$ cat config.mk
export PLATFORM = sky130hd
export DESIGN_NAME = joystick_spi_responder_flat
export DESIGN_NICKNAME = d
export VERILOG_FILES = /design/src/rtl/joystick_spi_responder_pkg.sv /design/src/rtl/joystick_spi_responder_if.sv /design/src/rtl/joystick_spi_responder_sync_edge.sv /design/src/rtl/joystick_spi_responder.sv /design/src/flat_wrapper.sv
export SDC_FILE = /design/constraint.sdc
export NUM_CORES = 1
export LEC_CHECK = 0
export ABC_AREA = 1
export CAP_MARGIN = 20
export CORE_ASPECT_RATIO = 1.25
export CORE_MARGIN = 1.5
export CORE_UTILIZATION = 32
export DETAILED_ROUTE_END_ITERATION = 8
export HOLD_SLACK_MARGIN = 0.1
export PLACE_DENSITY = 0.48
export SKIP_CTS_REPAIR_TIMING = 1
export SKIP_LAST_GASP = 1
export SLEW_MARGIN = 20
export SYNTH_ARGS = -nofsm -noshare
export SYNTH_HDL_FRONTEND = slang
export SYNTH_SLANG_ARGS = --single-unit
export TNS_END_PERCENT = 1
$ cat constraint.sdc
create_clock -name i_clk -period 1.4 [get_ports i_clk]
set_clock_uncertainty 0.15 [all_clocks]
set_input_delay 0.28 -clock i_clk [delete_from_list [all_inputs] [get_ports i_clk]]
set_output_delay 0.28 -clock i_clk [all_outputs]
set_load 0.01 [all_outputs]
$ cat src/rtl/joystick_spi_responder_pkg.sv
// Shared definitions for the PmodJSTK joystick link.
// Used by the responder here and by the joystick SPI master for its unpacking.
//   FRAME_BITS    : bits in one X/Y/button frame
//   BYTE_*        : byte index of each field in frame order (byte 0 is sent first)
//   ST_IDLE/ACTIVE: responder FSM state encoding
//   pack_frame()  : builds the 40-bit frame, first-sent byte in the MSBs
package jstk_pkg;

  localparam int unsigned FRAME_BITS = 40;

  localparam int unsigned BYTE_X_LO = 0;
  localparam int unsigned BYTE_X_HI = 1;
  localparam int unsigned BYTE_Y_LO = 2;
  localparam int unsigned BYTE_Y_HI = 3;
  localparam int unsigned BYTE_BTN  = 4;

  localparam logic [0:0] ST_IDLE   = 1'b0;
  localparam logic [0:0] ST_ACTIVE = 1'b1;

  // MSB position of byte b inside the frame; byte 0 goes out first.
  function automatic int unsigned byte_msb(input int unsigned b);
    return FRAME_BITS - 1 - 8 * b;
  endfunction

  function automatic logic [FRAME_BITS-1:0] pack_frame(input logic [9:0] x,
                                                       input logic [9:0] y,
                                                       input logic [2:0] btn);
    logic [FRAME_BITS-1:0] f;
    f = '0;
    f[byte_msb(BYTE_X_LO) -: 8] = x[7:0];
    f[byte_msb(BYTE_X_HI) -: 8] = {6'b0, x[9:8]};
    f[byte_msb(BYTE_Y_LO) -: 8] = y[7:0];
    f[byte_msb(BYTE_Y_HI) -: 8] = {6'b0, y[9:8]};
    f[byte_msb(BYTE_BTN)  -: 8] = {5'b0, btn};
    return f;
  endfunction

endpackage

$ cat src/rtl/joystick_spi_responder_if.sv
// SPI bus between the joystick master and the responder.
//   cs_n : chip select, active low (master -> responder)
//   sck  : SPI clock, idle low, mode 0 (master -> responder)
//   mosi : data master -> responder
//   miso : data responder -> master
interface joystick_spi_responder_if;
  logic cs_n;
  logic sck;
  logic mosi;
  logic miso;

  modport master (output cs_n, output sck, output mosi, input miso);
  modport slave  (input cs_n, input sck, input mosi, output miso);
endinterface

$ cat src/rtl/joystick_spi_responder_sync_edge.sv
// sync_edge: multi-flop synchronizer plus edge detector for one async input.
//   i_clk   : system clock
//   i_rst   : synchronous active-high reset (chain clears to 0)
//   i_async : asynchronous input
//   o_level : synchronized level
//   o_rise  : 1-cycle pulse on synchronized rising edge
//   o_fall  : 1-cycle pulse on synchronized falling edge
// An input change shows up on o_rise/o_fall after STAGES cycles, so logic
// registering on it acts STAGES+1 cycles after the change.
module sync_edge #(
  parameter int unsigned STAGES = 2
) (
  input  logic i_clk,
  input  logic i_rst,
  input  logic i_async,
  output logic o_level,
  output logic o_rise,
  output logic o_fall
);

  logic [STAGES-1:0] r_sync;
  logic              r_prev;

  // Clearing to 0 means a line held low across reset produces no fall edge,
  // so a reset inside a frame cannot restart one.
  always_ff @(posedge i_clk) begin
    if (i_rst) begin
      r_sync <= '0;
      r_prev <= 1'b0;
    end else begin
      r_sync <= {r_sync[STAGES-2:0], i_async};
      r_prev <= r_sync[STAGES-1];
    end
  end

  assign o_level = r_sync[STAGES-1];
  assign o_rise  = r_sync[STAGES-1] & ~r_prev;
  assign o_fall  = ~r_sync[STAGES-1] & r_prev;

endmodule

$ cat src/rtl/joystick_spi_responder.sv
// joystick_spi_responder: SPI mode-0 responder emulating the PmodJSTK.
// Answers each 5-byte frame with X, Y and buttons; latches the master's first
// (LED) byte of every good frame. SPI lines are oversampled in the i_clk domain.
// Ports:
//   i_clk, i_rst      : clock, synchronous active-high reset
//   spi               : SPI bus (slave modport)
//   i_x_pos, i_y_pos  : 10-bit positions, snapshotted at frame start
//   i_buttons         : button bits, snapshotted at frame start
//   o_led_cmd         : first MOSI byte of the last good frame
//   o_frame_done      : 1-cycle pulse, good frame finished
//   o_frame_err       : 1-cycle pulse, frame ended with the wrong bit count
//   o_good_cnt/o_err_cnt : saturating frame counters (JSTK_RESP_STATS_EN only)
// Build option: define JSTK_RESP_STATS_EN to add the frame counters.
// SCK high/low phases must each last at least SYNC_STAGES+3 clocks.
module joystick_spi_responder
  import jstk_pkg::*;
#(
  parameter int unsigned SYNC_STAGES = 2,
  parameter int unsigned FRAME_BYTES = 5
) (
  input  logic                           i_clk,
  input  logic                           i_rst,
  joystick_spi_responder_if.slave        spi,
  input  logic [9:0]                     i_x_pos,
  input  logic [9:0]                     i_y_pos,
  input  logic [2:0]                     i_buttons,
  output logic [7:0]                     o_led_cmd,
  output logic                           o_frame_done,
  output logic                           o_frame_err
`ifdef JSTK_RESP_STATS_EN
  ,
  output logic [15:0]                    o_good_cnt,
  output logic [15:0]                    o_err_cnt
`endif
);

  localparam logic [5:0] LP_GOOD_CNT = 6'(FRAME_BYTES * 8);
  localparam logic [5:0] LP_CNT_MAX  = 6'd63;

  logic w_cs_level, w_cs_rise, w_cs_fall;
  logic w_sck_level, w_sck_rise, w_sck_fall;
  logic w_mosi_level, w_mosi_rise, w_mosi_fall;

  sync_edge #(.STAGES(SYNC_STAGES)) u_sync_cs (
    .i_clk   (i_clk),
    .i_rst   (i_rst),
    .i_async (spi.cs_n),
    .o_level (w_cs_level),
    .o_rise  (w_cs_rise),
    .o_fall  (w_cs_fall)
  );

  sync_edge #(.STAGES(SYNC_STAGES)) u_sync_sck (
    .i_clk   (i_clk),
    .i_rst   (i_rst),
    .i_async (spi.sck),
    .o_level (w_sck_level),
    .o_rise  (w_sck_rise),
    .o_fall  (w_sck_fall)
  );

  sync_edge #(.STAGES(SYNC_STAGES)) u_sync_mosi (
    .i_clk   (i_clk),
    .i_rst   (i_rst),
    .i_async (spi.mosi),
    .o_level (w_mosi_level),
    .o_rise  (w_mosi_rise),
    .o_fall  (w_mosi_fall)
  );

  logic [0:0]            r_state;
  logic [5:0]            r_bit_cnt;
  logic [7:0]            r_rx;
  logic [7:0]            r_cmd_hold;
  logic [FRAME_BITS-1:0] r_tx;
  logic [7:0]            r_led_cmd;
  logic                  r_frame_done;
  logic                  r_frame_err;

  logic [FRAME_BITS-1:0] w_frame;
  logic [7:0]            w_rx_next;

  assign w_frame   = pack_frame(i_x_pos, i_y_pos, i_buttons);
  assign w_rx_next = {r_rx[6:0], w_mosi_level};

  always_ff @(posedge i_clk) begin
    if (i_rst) begin
      r_state      <= ST_IDLE;
      r_bit_cnt    <= '0;
      r_rx         <= '0;
      r_cmd_hold   <= '0;
      r_tx         <= '0;
      r_led_cmd    <= '0;
      r_frame_done <= 1'b0;
      r_frame_err  <= 1'b0;
    end else begin
      r_frame_done <= 1'b0;
      r_frame_err  <= 1'b0;
      case (r_state)
        ST_IDLE: begin
          // A simultaneous fall and rise is a CS glitch: ignore it.
          if (w_cs_fall && !w_cs_rise) begin
            r_tx      <= w_frame;
            r_bit_cnt <= '0;
            r_rx      <= '0;
            r_state   <= ST_ACTIVE;
          end
        end
        ST_ACTIVE: begin
          if (w_cs_rise) begin
            r_state <= ST_IDLE;
            if (r_bit_cnt == LP_GOOD_CNT) begin
              r_led_cmd    <= r_cmd_hold;
              r_frame_done <= 1'b1;
            end else begin
              r_frame_err  <= 1'b1;
            end
          end else if (w_sck_rise) begin
            r_rx <= w_rx_next;
            if (r_bit_cnt != LP_CNT_MAX) begin
              r_bit_cnt <= r_bit_cnt + 6'd1;
            end
            if (r_bit_cnt == 6'd7) begin
              r_cmd_hold <= w_rx_next;
            end
          end else if (w_sck_fall) begin
            // Zero fill: once all frame bits are out MISO stays 0.
            r_tx <= {r_tx[FRAME_BITS-2:0], 1'b0};
          end
        end
        default: r_state <= ST_IDLE;
      endcase
    end
  end

  assign spi.miso     = (r_state == ST_ACTIVE) & r_tx[FRAME_BITS-1];
  assign o_led_cmd    = r_led_cmd;
  assign o_frame_done = r_frame_done;
  assign o_frame_err  = r_frame_err;

`ifdef JSTK_RESP_STATS_EN
  logic [15:0] r_good_cnt;
  logic [15:0] r_err_cnt;

  always_ff @(posedge i_clk) begin
    if (i_rst) begin
      r_good_cnt <= '0;
      r_err_cnt  <= '0;
    end else begin
      if (r_frame_done && r_good_cnt != 16'hFFFF) begin
        r_good_cnt <= r_good_cnt + 16'd1;
      end
      if (r_frame_err && r_err_cnt != 16'hFFFF) begin
        r_err_cnt <= r_err_cnt + 16'd1;
      end
    end
  end

  assign o_good_cnt = r_good_cnt;
  assign o_err_cnt  = r_err_cnt;
`else
  // Statistics counters are not built.
`endif

  // Synchronizer outputs and the rx MSB that the protocol never needs.
  logic w_unused;
  assign w_unused = w_cs_level ^ w_sck_level ^ w_mosi_rise ^ w_mosi_fall ^ r_rx[7];

endmodule

$ cat src/flat_wrapper.sv
// flat-port wrapper written by rule: the top's interface ports become plain ports
module joystick_spi_responder_flat import jstk_pkg::*;
#(
  parameter int unsigned SYNC_STAGES = 2,
  parameter int unsigned FRAME_BYTES = 5
)
  (i_clk, i_rst, i_x_pos, i_y_pos, i_buttons, o_led_cmd, o_frame_done, o_frame_err, spi_cs_n, spi_sck, spi_mosi, spi_miso);
  joystick_spi_responder_if spi_i ();
  input  logic i_clk;
  input  logic i_rst;
  input  logic [9:0] i_x_pos;
  input  logic [9:0] i_y_pos;
  input  logic [2:0] i_buttons;
  output logic [7:0] o_led_cmd;
  output logic o_frame_done;
  output logic o_frame_err;
  input wire logic [$bits(spi_i.cs_n)-1:0] spi_cs_n;
  input wire logic [$bits(spi_i.sck)-1:0] spi_sck;
  input wire logic [$bits(spi_i.mosi)-1:0] spi_mosi;
  output wire logic [$bits(spi_i.miso)-1:0] spi_miso;
  assign spi_i.cs_n = spi_cs_n;
  assign spi_i.sck = spi_sck;
  assign spi_i.mosi = spi_mosi;
  assign spi_miso = spi_i.miso;
  joystick_spi_responder #(.SYNC_STAGES(SYNC_STAGES), .FRAME_BYTES(FRAME_BYTES)) u_core (.i_clk(i_clk), .i_rst(i_rst), .spi(spi_i), .i_x_pos(i_x_pos), .i_y_pos(i_y_pos), .i_buttons(i_buttons), .o_led_cmd(o_led_cmd), .o_frame_done(o_frame_done), .o_frame_err(o_frame_err));
endmodule
==> results of run 1 <==
## area by class of cell
class / count / area (sq um)
Clock buffer: 9 / 225
Fill cell: 1154 / 6010
Timing Repair Buffer: 76 / 746
Clock inverter: 7 / 71.3
Sequential cell: 80 / 1600
Tap cell: 132 / 165
Inverter: 31 / 121
Multi-Input combinational cell: 369 / 1620
## cells by family after synthesis
group | count (synthesis) | synth area share (%)
simple gates | 313 | 37.8
flops | 80 | 46.1
buf+inv | 57 | 7.63
compound gates | 54 | 7.78
fa+ha+maj | 2 | 0.720
## routing by layer
metal	GRT usage, %	up-vias
li1	-	1686
met1	16.4	1410
met2	24.6	38
met3	3.61	13
met4	6.99	0
met5	0	-
## cells in the final DEF, fill, tap and decap left out, drive strengths merged
cell type      Yosys  layout
ha                 2       2
o21ai             40      40
dfxtp             80      80
inv               31      32
nor3b              2       2
clkbuf             7       9
nand2            164     164
bufinv             0       1
nor3               2       2
clkdlybuf4s50      0      36
clkinv             0       5
a21oi             14      14
buf               19      38
nor2             120     120
nand4              1       1
nand3b             8       8
nand3             16      16
dlymetal6s2s       0       2
## stage by stage
stage	instance area, sq um	power, W	hold slack [ps]	std cells	setup WS, ps
after detailed placement	4250	0.00292	245	688	-106
after global routing	4560	0.00544	270	704	-305
final	4560	0.00519	247	704	-224
after floorplan	3490	0.00272	237	506	2.84
after global placement	4250	0.00291	242	688	-89.9
after CTS	4550	0.00530	253	704	-430
## sequential cells by signal, summed over array words and instances, names as in the netlist, 2 cells and up
| name | flops |
|---|---|
| u_core.u_sync_sck.r_sync | 2 |
| u_core.o_led_cmd | 8 |
| u_core.u_sync_mosi.r_sync | 2 |
| u_core.u_sync_cs.r_sync | 2 |
| u_core.r_bit_cnt | 6 |
| u_core.r_tx | 40 |
| u_core.r_rx | 7 |
| u_core.r_cmd_hold | 8 |
## power by group through the flow
stage	combinational, W	sequential [W]	clock (W)
6_report	0.000463	0.00240	0.00233
5_1_grt	0.000524	0.00241	0.00250
4_1_cts	0.000471	0.00240	0.00242
3_5_place_dp	0.000471	0.00245	0
3_3_place_gp	0.000464	0.00245	0
2_1_floorplan	0.000280	0.00244	0
## worst max-delay path by stage
stage                                   start              endpoint  slack (ps)
after floorplan           u_core.r_bit_cnt[0]  u_core.r_cmd_hold[0]           3
after global placement    u_core.r_bit_cnt[0]   u_core.r_bit_cnt[1]         -90
after detailed placement  u_core.r_bit_cnt[0]   u_core.r_bit_cnt[5]        -110
after CTS                      u_core.r_state              spi_miso        -430
after global routing      u_core.o_led_cmd[4]          o_led_cmd[4]        -300
final                     u_core.o_led_cmd[6]          o_led_cmd[6]        -220
==> impl_metrics.env, run 1 <==
export IMPL_cts_sinks=80
export IMPL_post_dp_hpwl_microns=5180
export IMPL_routed_via_density=4.47
export IMPL_insertion_delay_ps=330
export IMPL_ant_nets=0
export IMPL_clock_fmax_mhz=616
export IMPL_grt_pass1_vias=2950
export IMPL_cp_max_fo=2
export IMPL_synth_common_cells="nand2_1 (160), nor2_1 (115), dfxtp_1 (80)"
export IMPL_die_w_microns=96.2
export IMPL_dieArea_sq_um=11500
export IMPL_p_seq_share_pct=46.3
export IMPL_drtPass1Iterations=4
export IMPL_ys_seq_area_share_pct=46.1
export IMPL_die_h_microns=120
export IMPL_pwr_share_clk_pct=44.8
export IMPL_io_pins=39
export IMPL_post_route_util_pct=43.1
export IMPL_min_period_ps=1620
export IMPL_timing_rr_end="u_core.r_bit_cnt[5]"
export IMPL_holdPathEnd="u_core.u_sync_mosi.r_sync[1]"
export IMPL_syn_nets=536
export IMPL_ys_warn_count=0
export IMPL_reg2reg_slack_ps=-110
export IMPL_path_delay_family="buffers and inverters"
export IMPL_synth_cells=506
export IMPL_critPathKind="register to output pin"
export IMPL_wire_per_inst_microns=10.6
export IMPL_slew_headroom_pct=80.3
export IMPL_start_util_pct=32.9
export IMPL_antenna_found_initial=0
export IMPL_yosysMostFrequentCell="nand2_1"
export IMPL_intPower_w=0.00397
export IMPL_grt_usage_pct=14.4
export IMPL_portBuffers=38
export IMPL_areaGrowthSynthToFinish_pct=31.1
export IMPL_post_synth_top_area_cell="dfxtp_1"
export IMPL_synth_top_area_share_pct=46.1
export IMPL_leakage_nw=1.90
export IMPL_final_nets=597
export IMPL_fin_crit_sh_pct=116
export IMPL_wl_microns=7460
export IMPL_switching_share_pct=23.6
export IMPL_fin_setup_tns_ps=-3980
export IMPL_ys_types=26
export IMPL_cp_arrival_ps=1190
export IMPL_drc=0
export IMPL_routed_wl_met2_microns=3670
export IMPL_tritoncts="done"
export IMPL_cp_slowest_stage_delay_ps=530
export IMPL_netlist_top_cells_area="dfxtp_1 (46%), nand2_1 (17%), nor2_1 (12%)"
export IMPL_tightest_slew_ps=295
export IMPL_cts_buffers_inserted=9
export IMPL_gp_congestion=0.749
export IMPL_fp_coreArea_sq_um=10600
export IMPL_finalSetupViolations=60
export IMPL_crit_chain="clkdlybuf4s50_1"
export IMPL_hold_path_class="register to register"
export IMPL_critPathRequiredTime_ps=970
export IMPL_vias=3147
export IMPL_p_per_area_nw_per_um2=1140
export IMPL_rows=42
export IMPL_netlist_area_sq_um=3470
export IMPL_synth_edff_count=0
export IMPL_syn_area_per_cell_sq_um=6.87
export IMPL_overflow=0
export IMPL_topRoutingLayerUsed="met4"
export IMPL_hold_viol=0
export IMPL_ir_worst_vdd_uv=828
export IMPL_diodes=0
export IMPL_cp_start_kind="register"
export IMPL_cts_buffer_depth=2
export IMPL_grt_pass1_wl_microns=12900
export IMPL_ys_ff_latch=80
export IMPL_violations="negative setup slack"
export IMPL_async_flop_share_pct=0
export IMPL_p_sw_w=0.00122
export IMPL_drt_iter0_markers=117
export IMPL_status="finished with violations"
export IMPL_drv_cap=0
export IMPL_p_comb_share_pct=8.9
export IMPL_min_path_cells=2
export IMPL_slew_violations=0
export IMPL_rsz0062_at_grt="true"
export IMPL_reg2regPathDepth=8
export IMPL_worstHoldStart="u_core.u_sync_mosi.r_sync[0]"
export IMPL_routedLengthMet1_microns=3410
export IMPL_cts_reportedPaths_clkPinSlew_ps=60
export IMPL_wl_met3_microns=193
export IMPL_cp_depth=1
export IMPL_cts_max_level=3
export IMPL_path_buf_inv=1
export IMPL_rr_startpoint="u_core.r_bit_cnt[0]"
export IMPL_drive_above_1_share_pct=13.1
export IMPL_synthFlopType="dfxtp_1"
export IMPL_fin_ws_ps=-224
export IMPL_cts_root_buf="clkbuf_16"
export IMPL_cp_slowest_cell="clkdlybuf4s50_1"
export IMPL_worst_setup_path_end_kind="output pin"
export IMPL_grt_start_max_net_pins=29
Power figures use the tool's default switching activity.
==> inputs of run 2 (changes only) <==
--- a/config.mk
+++ b/config.mk
@@ -6,6 +6,7 @@
 export NUM_CORES = 1
 export LEC_CHECK = 0
 export ABC_AREA = 1
+export ABC_CLOCK_PERIOD_IN_PS = 1400
 export CAP_MARGIN = 20
 export CORE_ASPECT_RATIO = 1.25
 export CORE_MARGIN = 1.5
==> results of run 2 <==
The final DEF is identical to that of run 1; final timing and power are the same.
==> inputs of run 3 (changes only) <==
--- a/config.mk
+++ b/config.mk
@@ -6,14 +6,14 @@
 export NUM_CORES = 1
 export LEC_CHECK = 0
 export ABC_AREA = 1
-export ABC_CLOCK_PERIOD_IN_PS = 1400
+export ABC_CLOCK_PERIOD_IN_PS = 1600
 export CAP_MARGIN = 20
 export CORE_ASPECT_RATIO = 1.25
 export CORE_MARGIN = 1.5
-export CORE_UTILIZATION = 32
+export CORE_UTILIZATION = 56
 export DETAILED_ROUTE_END_ITERATION = 8
 export HOLD_SLACK_MARGIN = 0.1
-export PLACE_DENSITY = 0.48
+export PLACE_DENSITY = 0.75
 export SKIP_CTS_REPAIR_TIMING = 1
 export SKIP_LAST_GASP = 1
 export SLEW_MARGIN = 20
==> constraint.sdc (replaced) <==
create_clock -name i_clk -period 1.6 [get_ports i_clk]
set_clock_uncertainty 0.15 [all_clocks]
set_input_delay 0.32 -clock i_clk [delete_from_list [all_inputs] [get_ports i_clk]]
set_output_delay 0.32 -clock i_clk [all_outputs]
set_load 0.01 [all_outputs]
==> impl_metrics.env, run 3 (synthesis results as in run 1) <==
export IMPL_cp_max_fo=2
export IMPL_ant_nets=0
export IMPL_path_buf_inv=1
export IMPL_cp_start_kind="register"
export IMPL_path_delay_family="buffers and inverters"
export IMPL_post_dp_hpwl_microns=4590
export IMPL_finalSetupViolations=16
export IMPL_largest_register_ffs=40
export IMPL_drv_cap=0
export IMPL_hold_path_class="register to register"
export IMPL_ir_worst_vdd_uv=673
export IMPL_slew_headroom_pct=75.0
export IMPL_p_per_area_nw_per_um2=951
export IMPL_die_w_microns=73.5
export IMPL_cts_buffers_inserted=9
export IMPL_slew_violations=0
export IMPL_insertion_delay_ps=350
export IMPL_top_register="u_core.r_tx"
export IMPL_cts_sinks=80
export IMPL_crit_chain="clkdlybuf4s50_1"
export IMPL_cp_arrival_ps=1230
export IMPL_min_period_ps=1700
export IMPL_clock_fmax_mhz=588
export IMPL_drc=0
export IMPL_drtPass1Iterations=4
export IMPL_status="finished with violations"
export IMPL_areaGrowthSynthToFinish_pct=19.4
export IMPL_wire_per_inst_microns=10.8
export IMPL_critPathRequiredTime_ps=1130
export IMPL_diodes=0
export IMPL_violations="negative setup slack"
export IMPL_final_nets=572
export IMPL_die_h_microns=91.1
export IMPL_wl_microns=6780
export IMPL_worst_setup_path_end_kind="output pin"
export IMPL_overflow=0
export IMPL_cts_reportedPaths_clkPinSlew_ps=80
export IMPL_routed_via_density=4.91
export IMPL_n_fill_cell=528
export IMPL_layout_commonest_cell="nand2_1"
export IMPL_dpl_cell_count=613
export IMPL_drt_iter0_markers=222
export IMPL_fin_ws_ps=-99.6
export IMPL_rows=31
export IMPL_gp_congestion=0.848
export IMPL_leakage_nw=1.69
export IMPL_cp_slowest_stage_delay_ps=540
export IMPL_start_util_pct=58.9
export IMPL_critPathKind="register to output pin"
export IMPL_fin_crit_sh_pct=106
export IMPL_mostFrequentLayoutCells="nand2_1 (160), nor2_1 (115), dfxtp_1 (79)"
export IMPL_drive_above_1_share_pct=8.44
export IMPL_grt_pass1_vias=2885
export IMPL_fin_cells=627
export IMPL_post_place_ws_ps=-2.91
export IMPL_antenna_found_initial=0
export IMPL_rsz0062_at_grt="true"
export IMPL_portBuffers=38
export IMPL_io_pins=39
export IMPL_cts_buffer_depth=2
export IMPL_dieArea_sq_um=6690
export IMPL_tightest_slew_ps=375
export IMPL_hold_viol=0
export IMPL_fp_coreArea_sq_um=5900
export IMPL_cp_slowest_cell="clkdlybuf4s50_1"
export IMPL_tritoncts="done"
export IMPL_vias=3076
export IMPL_grt_pass1_wl_microns=12100
export IMPL_cts_root_buf="clkbuf_8"
export IMPL_cts_max_level=3
export IMPL_grt_usage_pct=22.9
export IMPL_grt_start_max_net_pins=42
-- run 3: changes by cell type in the layout (fill, tap and decap cells not counted), sizes merged --
cell	delta
clkdlybuf4s50	+1
clkinvlp	+1
inv	-1
clkbuf	+2
dlymetal6s2s	-1
buf	-25
clkinv	-4
-- run 3: per-layer routing --
| layer | up-vias | GRT usage (%) | wire, microns |
|---|---|---|---|
| li1 | 1630 | - | - |
| met1 | 1394 | 25.3 | 3050 |
| met2 | 46 | 41.5 | 3470 |
| met3 | 6 | 3.33 | 170 |
| met4 | 0 | 10.6 | 93 |
| met5 | - | 0 | 0 |
-- run 3: final timing paths --
| kind | to | startpoint | cells after the start | slack (ps) |
|---|---|---|---|---|
| worst max-delay path | o_led_cmd[0] | u_core.o_led_cmd[0] | 1 | -100 |
| worst min-delay path | u_core.u_sync_sck.r_sync[1] | u_core.u_sync_sck.r_sync[0] | 2 | 250 |
| worst max register to register | u_core.r_cmd_hold[0] | u_core.r_bit_cnt[1] | 8 | -40 |
| worst min register to register | u_core.u_sync_sck.r_sync[1] | u_core.u_sync_sck.r_sync[0] | 2 | 250 |
-- run 3: power breakdown --
part | internal (W) | switching [W]
combinational | 0.000172 | 0.000198
clock | 0.000786 | 0.000690
sequential | 0.00206 | 0.0000378
-- run 3: stage by stage --
stage	power (W)	TNS, ps	util (%)	instance area (sq um)	hold slack, ps
floorplan	0.00238	0	-	3470	238
global route	0.00413	-4040	70.4	4150	276
CTS	0.00399	-1350	70.3	4140	263
detailed placement	0.00252	-4.83	67.0	3950	246
global placement	0.00251	0	67.0	3950	247
finish	0.00395	-895	70.4	4150	253
-- run 3: cell type report --
class / count / area, sq um / share of cell area, %
Clock buffer: 11 / 151 / 3.65
Multi-Input combinational cell: 369 / 1610 / 38.8
Sequential cell: 80 / 1610 / 38.7
Tap cell: 82 / 103 / 2.47
Inverter: 31 / 121 / 2.93
Clock inverter: 3 / 42.5 / 1.03
Timing Repair Buffer: 51 / 518 / 12.5
